`src/rtl/nibble_serial_adder.sv`:
```
// Nibble-serial sequencer driving an external combinational 4-bit ripple-carry adder.
// Optional macro NIBBLE_SUB_EN adds a sub input that turns the operation into op_a - op_b.
module nibble_serial_adder #(
    parameter int WIDTH = 16
) (
    input  logic             clk,
    input  logic             reset_n,
    input  logic             start,
    input  logic [WIDTH-1:0] op_a,
    input  logic [WIDTH-1:0] op_b,
    input  logic             cin,
`ifdef NIBBLE_SUB_EN
    input  logic             sub,
`endif
    output logic             busy,
    output logic             done,
    output logic [WIDTH-1:0] result,
    output logic             cout,
    output logic [3:0]       rca_a,
    output logic [3:0]       rca_b,
    output logic             rca_cin,
    input  logic [3:0]       rca_sum,
    input  logic             rca_cout
);

    localparam int NIB  = WIDTH / 4;
    localparam int IDXW = (NIB > 1) ? $clog2(NIB) : 1;

    typedef enum logic [1:0] {
        IDLE = 2'd0,
        RUN  = 2'd1,
        DONE = 2'd2
    } state_t;

    state_t            state_r;
    state_t            state_nx_s;
    logic [WIDTH-1:0]  a_r;
    logic [WIDTH-1:0]  b_r;
    logic              carry_r;
    logic [IDXW-1:0]   idx_r;
    logic [WIDTH-1:0]  result_r;
    logic              cout_r;
    logic              busy_r;
    logic              done_r;
    logic              last_s;
    logic              accept_s;
    logic              sub_s;
    logic [3:0]        rca_a_s;
    logic [3:0]        rca_b_s;
    logic              rca_cin_s;

`ifdef NIBBLE_SUB_EN
    assign sub_s = sub;
`else
    assign sub_s = 1'b0;
`endif

    assign last_s   = (idx_r == IDXW'(NIB - 1));
    assign accept_s = start && ((state_r == IDLE) || (state_r == DONE));

    // Next-state decode; a start in DONE re-enters RUN with no idle gap
    always_comb begin
        state_nx_s = state_r;
        case (state_r)
            IDLE: begin
                if (start) state_nx_s = RUN;
                else       state_nx_s = IDLE;
            end
            RUN: begin
                if (last_s) state_nx_s = DONE;
                else        state_nx_s = RUN;
            end
            DONE: begin
                if (start) state_nx_s = RUN;
                else       state_nx_s = IDLE;
            end
            default: state_nx_s = IDLE;
        endcase
    end

    // RCA operand drive: selected nibble while running, zeros otherwise
    always_comb begin
        rca_a_s   = 4'd0;
        rca_b_s   = 4'd0;
        rca_cin_s = 1'b0;
        if (state_r == RUN) begin
            rca_a_s   = 4'(a_r >> {idx_r, 2'b00});
            rca_b_s   = 4'(b_r >> {idx_r, 2'b00});
            rca_cin_s = carry_r;
        end else begin
            rca_a_s   = 4'd0;
            rca_b_s   = 4'd0;
            rca_cin_s = 1'b0;
        end
    end

    // State, operand latch and per-nibble accumulation
    always_ff @(posedge clk or negedge reset_n) begin
        if (!reset_n) begin
            state_r  <= IDLE;
            a_r      <= {WIDTH{1'b0}};
            b_r      <= {WIDTH{1'b0}};
            carry_r  <= 1'b0;
            idx_r    <= {IDXW{1'b0}};
            result_r <= {WIDTH{1'b0}};
            cout_r   <= 1'b0;
            busy_r   <= 1'b0;
            done_r   <= 1'b0;
        end else begin
            state_r <= state_nx_s;
            busy_r  <= (state_nx_s == RUN);
            done_r  <= (state_nx_s == DONE);
            if (accept_s) begin
                // Subtraction is A + ~B + 1, so the inverted operand and forced carry are latched here
                a_r     <= op_a;
                b_r     <= sub_s ? ~op_b : op_b;
                carry_r <= sub_s ? 1'b1 : cin;
                idx_r   <= {IDXW{1'b0}};
            end else if (state_r == RUN) begin
                result_r[{idx_r, 2'b00} +: 4] <= rca_sum;
                carry_r                       <= rca_cout;
                idx_r                         <= idx_r + IDXW'(1);
                if (last_s) cout_r <= rca_cout;
                else        cout_r <= cout_r;
            end else begin
                carry_r <= carry_r;
            end
        end
    end

    assign busy    = busy_r;
    assign done    = done_r;
    assign result  = result_r;
    assign cout    = cout_r;
    assign rca_a   = rca_a_s;
    assign rca_b   = rca_b_s;
    assign rca_cin = rca_cin_s;

endmodule

```
`config.mk`:
```
export PLATFORM = sky130hd
export DESIGN_NAME = nibble_serial_adder
export DESIGN_NICKNAME = d
export VERILOG_FILES = /design/src/rtl/nibble_serial_adder.sv
export SDC_FILE = /design/constraint.sdc
export NUM_CORES = 1
export LEC_CHECK = 0
export ABC_AREA = 1
export CORE_MARGIN = 2
export CORE_UTILIZATION = 40
export CTS_CLUSTER_DIAMETER = 200
export DETAILED_ROUTE_END_ITERATION = 12
export GPL_TIMING_DRIVEN = 0
export PLACE_DENSITY_LB_ADDON = 0.08
export SLEW_MARGIN = 20
export SYNTH_ARGS = -nofsm -noshare
export SYNTH_HDL_FRONTEND = slang
export SYNTH_SLANG_ARGS = --single-unit
```
`constraint.sdc`:
```
create_clock -name clk -period 3.2 [get_ports clk]
set_input_delay 0.64 -clock clk [delete_from_list [all_inputs] [get_ports clk]]
set_output_delay 0.64 -clock clk [all_outputs]
set_load 0.02 [all_outputs]
```
# After elaboration in Yosys (flattened, before gate mapping)
# Cells that the tools add are included.
# op_classes
n_reduce_logical	7
n_shift	4
mux	11
eq_ne	5
n_addsub	2
bitwise_logic	1
# ops
cell	n
16-bit by 4-bit >> shifter with 4-bit output	2
16-bit bitwise mux	1
4-bit by 6-bit variable shift with 16-bit output, first input constant	1
4-bit by 6-bit indexed part select with 16-bit output	1
4-bit two-way mux	2
2-bit equality test, second input constant	3
2-bit two-way mux	3
4-bit negator with 6-bit output	1
2-bit by 1-bit equality test with 1-bit output, second input constant	2
1-bit two-way mux	4
2-bit case mux with 2 select lines	1
3-bit AND reduction	1
2-bit by 1-bit adder with 2-bit output, second input constant	1
2-bit logical NOT	1
2-bit AND reduction	1
2-bit nonzero test	1
2-bit OR reduction	1
1-bit logical AND	1
1-bit logical OR	1
1-bit inverter	1
# word_totals
ff_bits	56
out_inout_bits	28
wordCells	39

# Longest topological paths before layout
# Gate-level depths: netlist (run 1).
# logic_depth
ltp_word	5
depth_mapped	9
ltp_nobuf	7

# Worst setup path before layout (run 1)
# No wires, ideal clock.
# synth_path
path_type	register to output
from	reg idx_r[0]
to	out rca_a[2]
path_stages_with_launch	6
required_time_ns	2.560
path_buffers	2
arrival_time_ns	1.186
path_slack_ns	1.374
cell_sequence	dfrtp_1 -> buf_6 -> buf_2 -> nand2_1 -> nand3_1 -> a21oi_1
# synth_via
elab_chain_cells	2
# synth_lines
item	line	rtl
start, declared	40	logic [IDXW-1:0] idx_r;
start signal, assigned	104	idx_r <= {IDXW{1'b0}};
start signal, assigned	118	idx_r <= {IDXW{1'b0}};
start signal, assigned	122	idx_r <= idx_r + IDXW'(1);
16-bit by 4-bit >> shifter with 4-bit output	87	rca_a_s = 4'(a_r >> {idx_r, 2'b00});
4-bit two-way mux	86	if (state_r == RUN) begin
end, declared	19	output logic [3:0] rca_a,
# Every way passes these cells.

# Final worst setup path (run 1)
# layout_path
from	reg idx_r[1]
to	out rca_a[0]
# The elaborated chain is that of the path after synthesis.

==> impl_metrics.ini, run 1 <==
[sta]
fin_crit_sh_pct = 84.8
setup_viol = 0
setup_ws_ps = 488
tightest_slew_ps = 707
drv_slew = 0
rsz0062_at_grt = false
layout_min_cycle_time_ps = 2710
max_freq_mhz = 369
setup_tns_ps = 0
slew-limit-headroom_pct = 52.9
finalClockSkew_ps = 5.93
hold_viol = 0

[die]
die_h_um = 85.8
coreArea_um2 = 6420
die_x_um = 85.8
start_util_pct = 41.7
rows = 29
dieArea_um2 = 7360
ioPinCount = 69

[setup_path]
critical_path.max_fanout = 12
cp.required_ps = 2560
critical_path_class = reg -> out
critPathLaunchType = flip-flop
endpoint_kind = output port
arrival_ps = 2070

[synth]
synth.avg_cell_area_um2 = 8.11
synth.distinct_cells = 16
synth_area_um2 = 2680
yosysWarningCount = 0
ys_seq_area_share_pct = 52.4
syn-instance-count = 330
ys_ff_latch = 56
synth_nets = 376

[layout]
regArea_um2 = 1400
nets = 451
area_delta_synth_final_pct = 33.8
final_common_cell = nand2_1
multi_input_area_um2 = 962
antenna_cells = 0
layout_common_cells = nand2_1, clkdlybuf4s50_1, dfrtp_1
fin_util_pct = 55.7
fill_cells = 613
drive_above_1_share_pct = 6.91

[routing]
drtPass1Iterations = 8
routed_via_density = 4.64
drt_iter0_markers = 88
avgRoutedWirePerCell_um = 12.7
totalWireLength_um = 6130
num_vias = 2237
drc_errors = 4
antenna_left = 0

[flow_run]
maxCapViolations = 0

[grt]
grt_max_degree = 57
grt_pass1_wl_um = 10600
gr-total-overflow = 0
grt_usage_pct = 18.2
antenna_found_initial = 0
grt_pass1_vias = 2299

[clocking]
cts_tree = yes
hold_buffers = 0
cts_setup_buffers = 0
cts_sinks = 56
clk_latency_ps = 300
cts-root-buf = clkbuf_8
cts_resized = 0
numCtsBuffers = 5
cts_max_path_buffers = 2
clk_pin_slew_worst_paths_ps = 100
cts-htree-levels = 2

[hold_path]
hold_path.class = in -> async

[placement]
place_ws_ps = 797
io_buffers = 68
place_congestion = 0.774
dp_hpwl_um = 4430

[power]
p_leak_nw = 1.79
ir_drop_v = 0.000357
p_per_area_nw_per_um2 = 996
total_power_mw = 3.56

[run_status]
violations = DRC
status = complete, but fails checks
==> path summary, 6_finish.rpt <==
check                      startpoint    endpoint  slack (ps)  cells past startpoint
hold / removal                reset_n     b_r[15]         360                      1
max in group asynchronous     reset_n      a_r[1]        2350                      1
min in group clk           result[11]  result[11]         490                      2
setup reg to reg             idx_r[1]   result[0]        1450                      6
hold reg to reg            result[11]  result[11]         490                      2
setup / recovery             idx_r[1]    rca_a[0]         490                      5
==> where the power goes <==
group	switching (mW)	internal, mW
sequential	0.123	1.03
clock	0.224	0.308
combinational	1.11	0.772
total	1.46	2.11
==> metal layers <==
metal  part of all wire, %  vias up  track usage [%]
li1                      -     1154                -
met1                    49     1022             25.5
met2                    45       56             28.6
met3                   4.7        5             3.85
met4                   1.1        0             5.63
met5                     0        -                0
==> Yosys cell counts <==
| master | number | share of area (%) |
|---|---|---|
| ha_1 | 5 | 2.3 |
| o22ai_1 | 1 | 0.23 |
| buf_2 | 3 | 0.56 |
| nor2_4 | 3 | 1.3 |
| nor2_1 | 8 | 1.1 |
| nand2_1 | 119 | 17 |
| inv_2 | 3 | 0.42 |
| dfrtp_1 | 56 | 52 |
| clkbuf_1 | 1 | 0.14 |
| nand3_1 | 23 | 4.3 |
| inv_1 | 48 | 6.7 |
| nand2_4 | 2 | 0.84 |
| o21ai_1 | 5 | 0.94 |
| o21ai_0 | 36 | 6.7 |
| buf_6 | 9 | 3.8 |
| a21oi_1 | 8 | 1.5 |
==> kinds of logic (layout without fill, tap and decap cells) <==
family / Yosys count / count (layout) / share of synthesized area (%)
AO/OA/AOI/OAI: 50 / 50 / 9.40
buffers and inverters: 64 / 139 / 11.6
adder cells (fa/ha/maj): 5 / 5 / 2.34
flip-flops: 56 / 56 / 52.4
AND/OR/NAND/NOR: 155 / 155 / 24.2
==> flip-flops by register name, indices dropped and copies added (netlist names) <==
signal and flops:
cout 1, idx_r 2, a_r 16, state_r 2, result 16, b_r 16, carry_r 1, done 1
busy 1
==> cell type report <==
| type | count | area share [%] |
|---|---|---|
| clock buffer | 5 | 1.92 |
| sequential | 56 | 39.2 |
| tap | 77 | 2.69 |
| multi-input combinational | 210 | 26.9 |
| buffer | 13 | 3.36 |
| timing repair buffer | 68 | 19.0 |
| clock inverter | 2 | 1.68 |
| inverter | 51 | 5.35 |
==> stage by stage <==
stage	area [um^2]	hold WS, ps	std cells
2_1_floorplan	2680	344	330
4_1_cts	3580	400	482
3_3_place_gp	3450	469	475
3_5_place_dp	3450	465	475
5_1_grt	3580	432	482
6_report	3580	358	482
==> worst max-delay path, stage by stage (launching register included) <==
cell and delay, ps:
dfrtp_1 410, buf_2 200, inv_2 220, nand3_1 120, a21oi_1 190, clkdlybuf4s50_1 630
Note: power is estimated with default switching activity, not from simulation.
==> run 2, diff against run 1 <==
==> constraint.sdc (replaced) <==
create_clock -name clk -period 2.71 [get_ports clk]
set_input_delay 0.542 -clock clk [delete_from_list [all_inputs] [get_ports clk]]
set_output_delay 0.542 -clock clk [all_outputs]
set_load 0.02 [all_outputs]
==> impl_metrics.ini, run 2 (same netlist as run 1, synthesis figures left out) <==
[clocking]
hold_buffers = 0
clk_latency_ps = 300
cts_sinks = 56
cts_setup_buffers = 0
cts_resized = 0
cts_tree = yes
clk_pin_slew_worst_paths_ps = 100
cts-htree-levels = 2
cts_max_path_buffers = 2
numCtsBuffers = 5
cts-root-buf = clkbuf_8

[routing]
drtPass1Iterations = 8
avgRoutedWirePerCell_um = 12.7
totalWireLength_um = 6130
routed_via_density = 4.63
antenna_left = 0
drc_errors = 4
num_vias = 2231
drt_iter0_markers = 80

[power]
p_per_area_nw_per_um2 = 1170
ir_drop_v = 0.000407
total_power_mw = 4.20
p_leak_nw = 1.85

[sta]
setup_ws_ps = 116
layout_min_cycle_time_ps = 2590
setup_viol = 0
hold_viol = 0
tightest_slew_ps = 707
slew-limit-headroom_pct = 52.8
setup_tns_ps = 0
drv_slew = 0
max_freq_mhz = 386
rsz0062_at_grt = false
fin_crit_sh_pct = 95.7
finalClockSkew_ps = 6.04

[setup_path]
critical_path.max_fanout = 12
r2r-end = result[0]
r2r-start = idx_r[1]
arrival_ps = 2050
r2r_slack_ps = 950
critical_path_class = reg -> out
critPathLaunchType = flip-flop
reg2reg_depth = 6
endpoint_kind = output port
cp.required_ps = 2170

[die]
start_util_pct = 41.7
die_h_um = 85.8
rows = 29
dieArea_um2 = 7360
coreArea_um2 = 6420
ioPinCount = 69
die_x_um = 85.8

[layout]
finalNonFillerCells = 482
antenna_cells = 0
nets = 451
final_common_cell = nand2_1
area_delta_synth_final_pct = 34.1
drive_above_1_share_pct = 6.91
fin_util_pct = 55.9
layout_common_cells = nand2_1, clkdlybuf4s50_1, dfrtp_1

[run_status]
violations = DRC
status = complete, but fails checks

[placement]
place_congestion = 0.774
place_ws_ps = 405
dp_cells = 475
io_buffers = 68
dp_hpwl_um = 4430

[grt]
grt_usage_pct = 18.2
antenna_found_initial = 0
grt_pass1_vias = 2299
grt_pass1_wl_um = 10600
grt_max_degree = 57
gr-total-overflow = 0

[hold_path]
hold_path.class = in -> async

[flow_run]
maxCapViolations = 0
-- run 2: worst max-delay path: stages, from the launching register on --
cell and delay, ps:
dfrtp_1 410, buf_2 200, inv_2 220, nand3_1 110
a21oi_1 180, clkdlybuf4s50_1 630
-- run 2: worst max path at each step --
| stage | cells past startpoint | end | start |
|---|---|---|---|
| finish | 5 | rca_b[2] | idx_r[1] |
| global route | 5 | rca_b[2] | idx_r[1] |
| CTS | 5 | rca_a[3] | idx_r[1] |
| detailed placement | 5 | rca_a[3] | idx_r[1] |
| global placement | 1 | done | reset_n |
| floorplan | 5 | rca_a[2] | idx_r[0] |
-- run 2: routing by layer --
metal / GRT usage [%] / vias to the layer above / routed length [um]
met5: 0 / - / 0
met4: 5.63 / 0 / 68
met3: 3.85 / 5 / 288
met2: 28.6 / 52 / 2740
met1: 25.5 / 1019 / 3030
li1: - / 1155 / -
-- run 2: where the power goes --
group	switching (mW)	internal, mW	total, mW
registers	0.145	1.22	1.36
clock network	0.264	0.364	0.628
logic	1.31	0.902	2.21
-- run 2: per-stage QoR --
step           hold slack (ps)  instance area [um^2]
5_1_grt                    334                  3590
3_3_place_gp               469                  3450
6_report                   261                  3590
2_1_floorplan              246                  2680
3_5_place_dp               465                  3450
4_1_cts                    302                  3580
-- run 2: layout make-up --
cell class	count	area [um^2]
fill	610	2830
sequential	56	1400
multi-input combinational	210	962
timing repair buffer	68	688
inverter	51	191
buffer	13	120
tap	77	96.3
clock buffer	5	68.8
clock inverter	2	60.1
==> run 3, diff against run 2 <==
--- a/config.mk
+++ b/config.mk
@@ -6,7 +6,6 @@
 export NUM_CORES = 1
 export LEC_CHECK = 0
 export ABC_AREA = 1
-export CORE_MARGIN = 2
 export CORE_UTILIZATION = 40
 export CTS_CLUSTER_DIAMETER = 200
 export DETAILED_ROUTE_END_ITERATION = 12
==> impl_metrics.ini, run 3 (same netlist as run 1, synthesis figures left out) <==
[setup_path]
critPathLaunchType = flip-flop
slowest_stage = clkdlybuf4s50_1
critical_path.max_fanout = 12
reg2reg_depth = 7
cp.required_ps = 2170
arrival_ps = 2060
r2r-start = idx_r[0]
r2r_slack_ps = 950
r2r-end = result[0]
slowest_delay_ps = 620
endpoint_kind = output port
critical_path_class = reg -> out
crit_chain = buf_2 > inv_2 > nand3_1 > a21oi_1 > clkdlybuf4s50_1

[layout]
final_common_cell = nand2_1
layout_common_cells = nand2_1, clkdlybuf4s50_1, dfrtp_1
area_delta_synth_final_pct = 32.7
finalNonFillerCells = 483
nets = 451
antenna_cells = 0
fin_util_pct = 55.6
drive_above_1_share_pct = 6.90

[grt]
grt_usage_pct = 19.0
grt_pass1_vias = 2284
grt_pass1_wl_um = 10600
grt_max_degree = 57
gr-total-overflow = 0
antenna_found_initial = 0

[clocking]
cts_max_path_buffers = 2
cts_tree = yes
cts_sinks = 56
clk_pin_slew_worst_paths_ps = 100
clk_latency_ps = 310
cts_setup_buffers = 0
numCtsBuffers = 5
cts-htree-levels = 2
cts-root-buf = clkbuf_8

[die]
coreArea_um2 = 6390
rows = 29
dieArea_um2 = 7020
die_h_um = 83.8
start_util_pct = 41.9
die_x_um = 83.8
ioPinCount = 69

[power]
p_switching_mw = 1.73
share_seq_of_total_power_pct = 33.5
p_comb_share_pct = 54.7
p_sw_share_pct = 42.6
p_per_area_nw_per_um2 = 1140
internal_power_mw = 2.33
total_power_mw = 4.06
ir_drop_v = 0.000501
p_leak_nw = 1.81
power_frac_clock_pct = 11.8

[sta]
setup_viol = 0
rsz0062_at_grt = false
drv_slew = 0
finalClockSkew_ps = 7.39
hold_ws_ps = 267
max_freq_mhz = 384
hold_viol = 0
fin_crit_sh_pct = 96.0
setup_ws_ps = 108
tightest_slew_ps = 702
slew-limit-headroom_pct = 53.2
layout_min_cycle_time_ps = 2600

[placement]
io_buffers = 68
place_ws_ps = 402
dp_cells = 475
dp_hpwl_um = 4420
place_congestion = 0.768

[routing]
antenna_left = 0
drc_errors = 0
routed_via_density = 4.66
totalWireLength_um = 6160
drtPass1Iterations = 4
avgRoutedWirePerCell_um = 12.8
drt_iter0_markers = 90
num_vias = 2253

[flow_run]
maxCapViolations = 0

[hold_path]
hold_path.class = in -> async

[run_status]
status = finished clean
run 3: changes by cell type in the layout (fill, tap and decap cells not counted), sizes merged:
cell,before,now
bufinv,2,0
clkbuf,6,8
clkdlybuf4s50,63,64
clkinvlp,0,1
dlymetal6s2s,4,3
run 3: layout make-up:
| type | instances | area, um^2 |
|---|---|---|
| Fill cell | 619 | 2840 |
| Inverter | 51 | 191 |
| Sequential cell | 56 | 1400 |
| Clock buffer | 7 | 86.3 |
| Clock inverter | 1 | 7.51 |
| Multi-Input combinational cell | 210 | 962 |
| Tap cell | 77 | 96.3 |
| Timing Repair Buffer | 68 | 686 |
| Buffer | 13 | 120 |
run 3: worst max-delay path, delay by kind of cell (launching register included):
| kind | cells | cell delay, ps |
|---|---|---|
| buffers and inverters | 3 | 1030 |
| DFF | 1 | 410 |
| AOI/OAI and AO/OA | 1 | 180 |
| and+or+nand+nor | 1 | 120 |
run 3: worst max path at each step:
stage | from | to | depth (start not counted)
floorplan | idx_r[0] | rca_a[2] | 5
global placement | reset_n | result[8] | 1
detailed placement | idx_r[1] | rca_a[3] | 5
CTS | idx_r[1] | rca_a[3] | 5
global route | idx_r[1] | rca_b[0] | 5
finish | idx_r[1] | rca_a[1] | 5
run 3: what timing repair did:
action	in CTS	in global routing
hold buffers	0	0
endpoints found under the setup margin	0	3
resized for setup	0	3
run 3: routing by layer:
metal,part of all wire [%],track usage [%],wire (um),vias to the layer above
met5,0,0,0,-
met4,1.0,5.86,63,0
met3,3.5,3.56,218,7
met2,44,31.0,2730,50
met1,51,25.5,3150,1036
li1,-,-,-,1160
run 3: power groups by stage:
| stage | clock network (mW) | logic [mW] | registers, mW |
|---|---|---|---|
| 5_1_grt | 0.531 | 2.47 | 1.40 |
| 3_3_place_gp | 0 | 2.21 | 1.37 |
| 4_1_cts | 0.501 | 2.25 | 1.36 |
| 3_5_place_dp | 0 | 2.24 | 1.38 |
| 2_1_floorplan | 0 | 1.26 | 1.51 |
| 6_report | 0.478 | 2.22 | 1.36 |
run 3: through the flow:
| stage | TNS [ps] | area [um^2] |
|---|---|---|
| 2_1_floorplan | 0 | 2680 |
| 3_3_place_gp | -37650 | 3450 |
| 5_1_grt | 0 | 3550 |
| 4_1_cts | 0 | 3540 |
| 3_5_place_dp | 0 | 3450 |
| 6_report | 0 | 3550 |
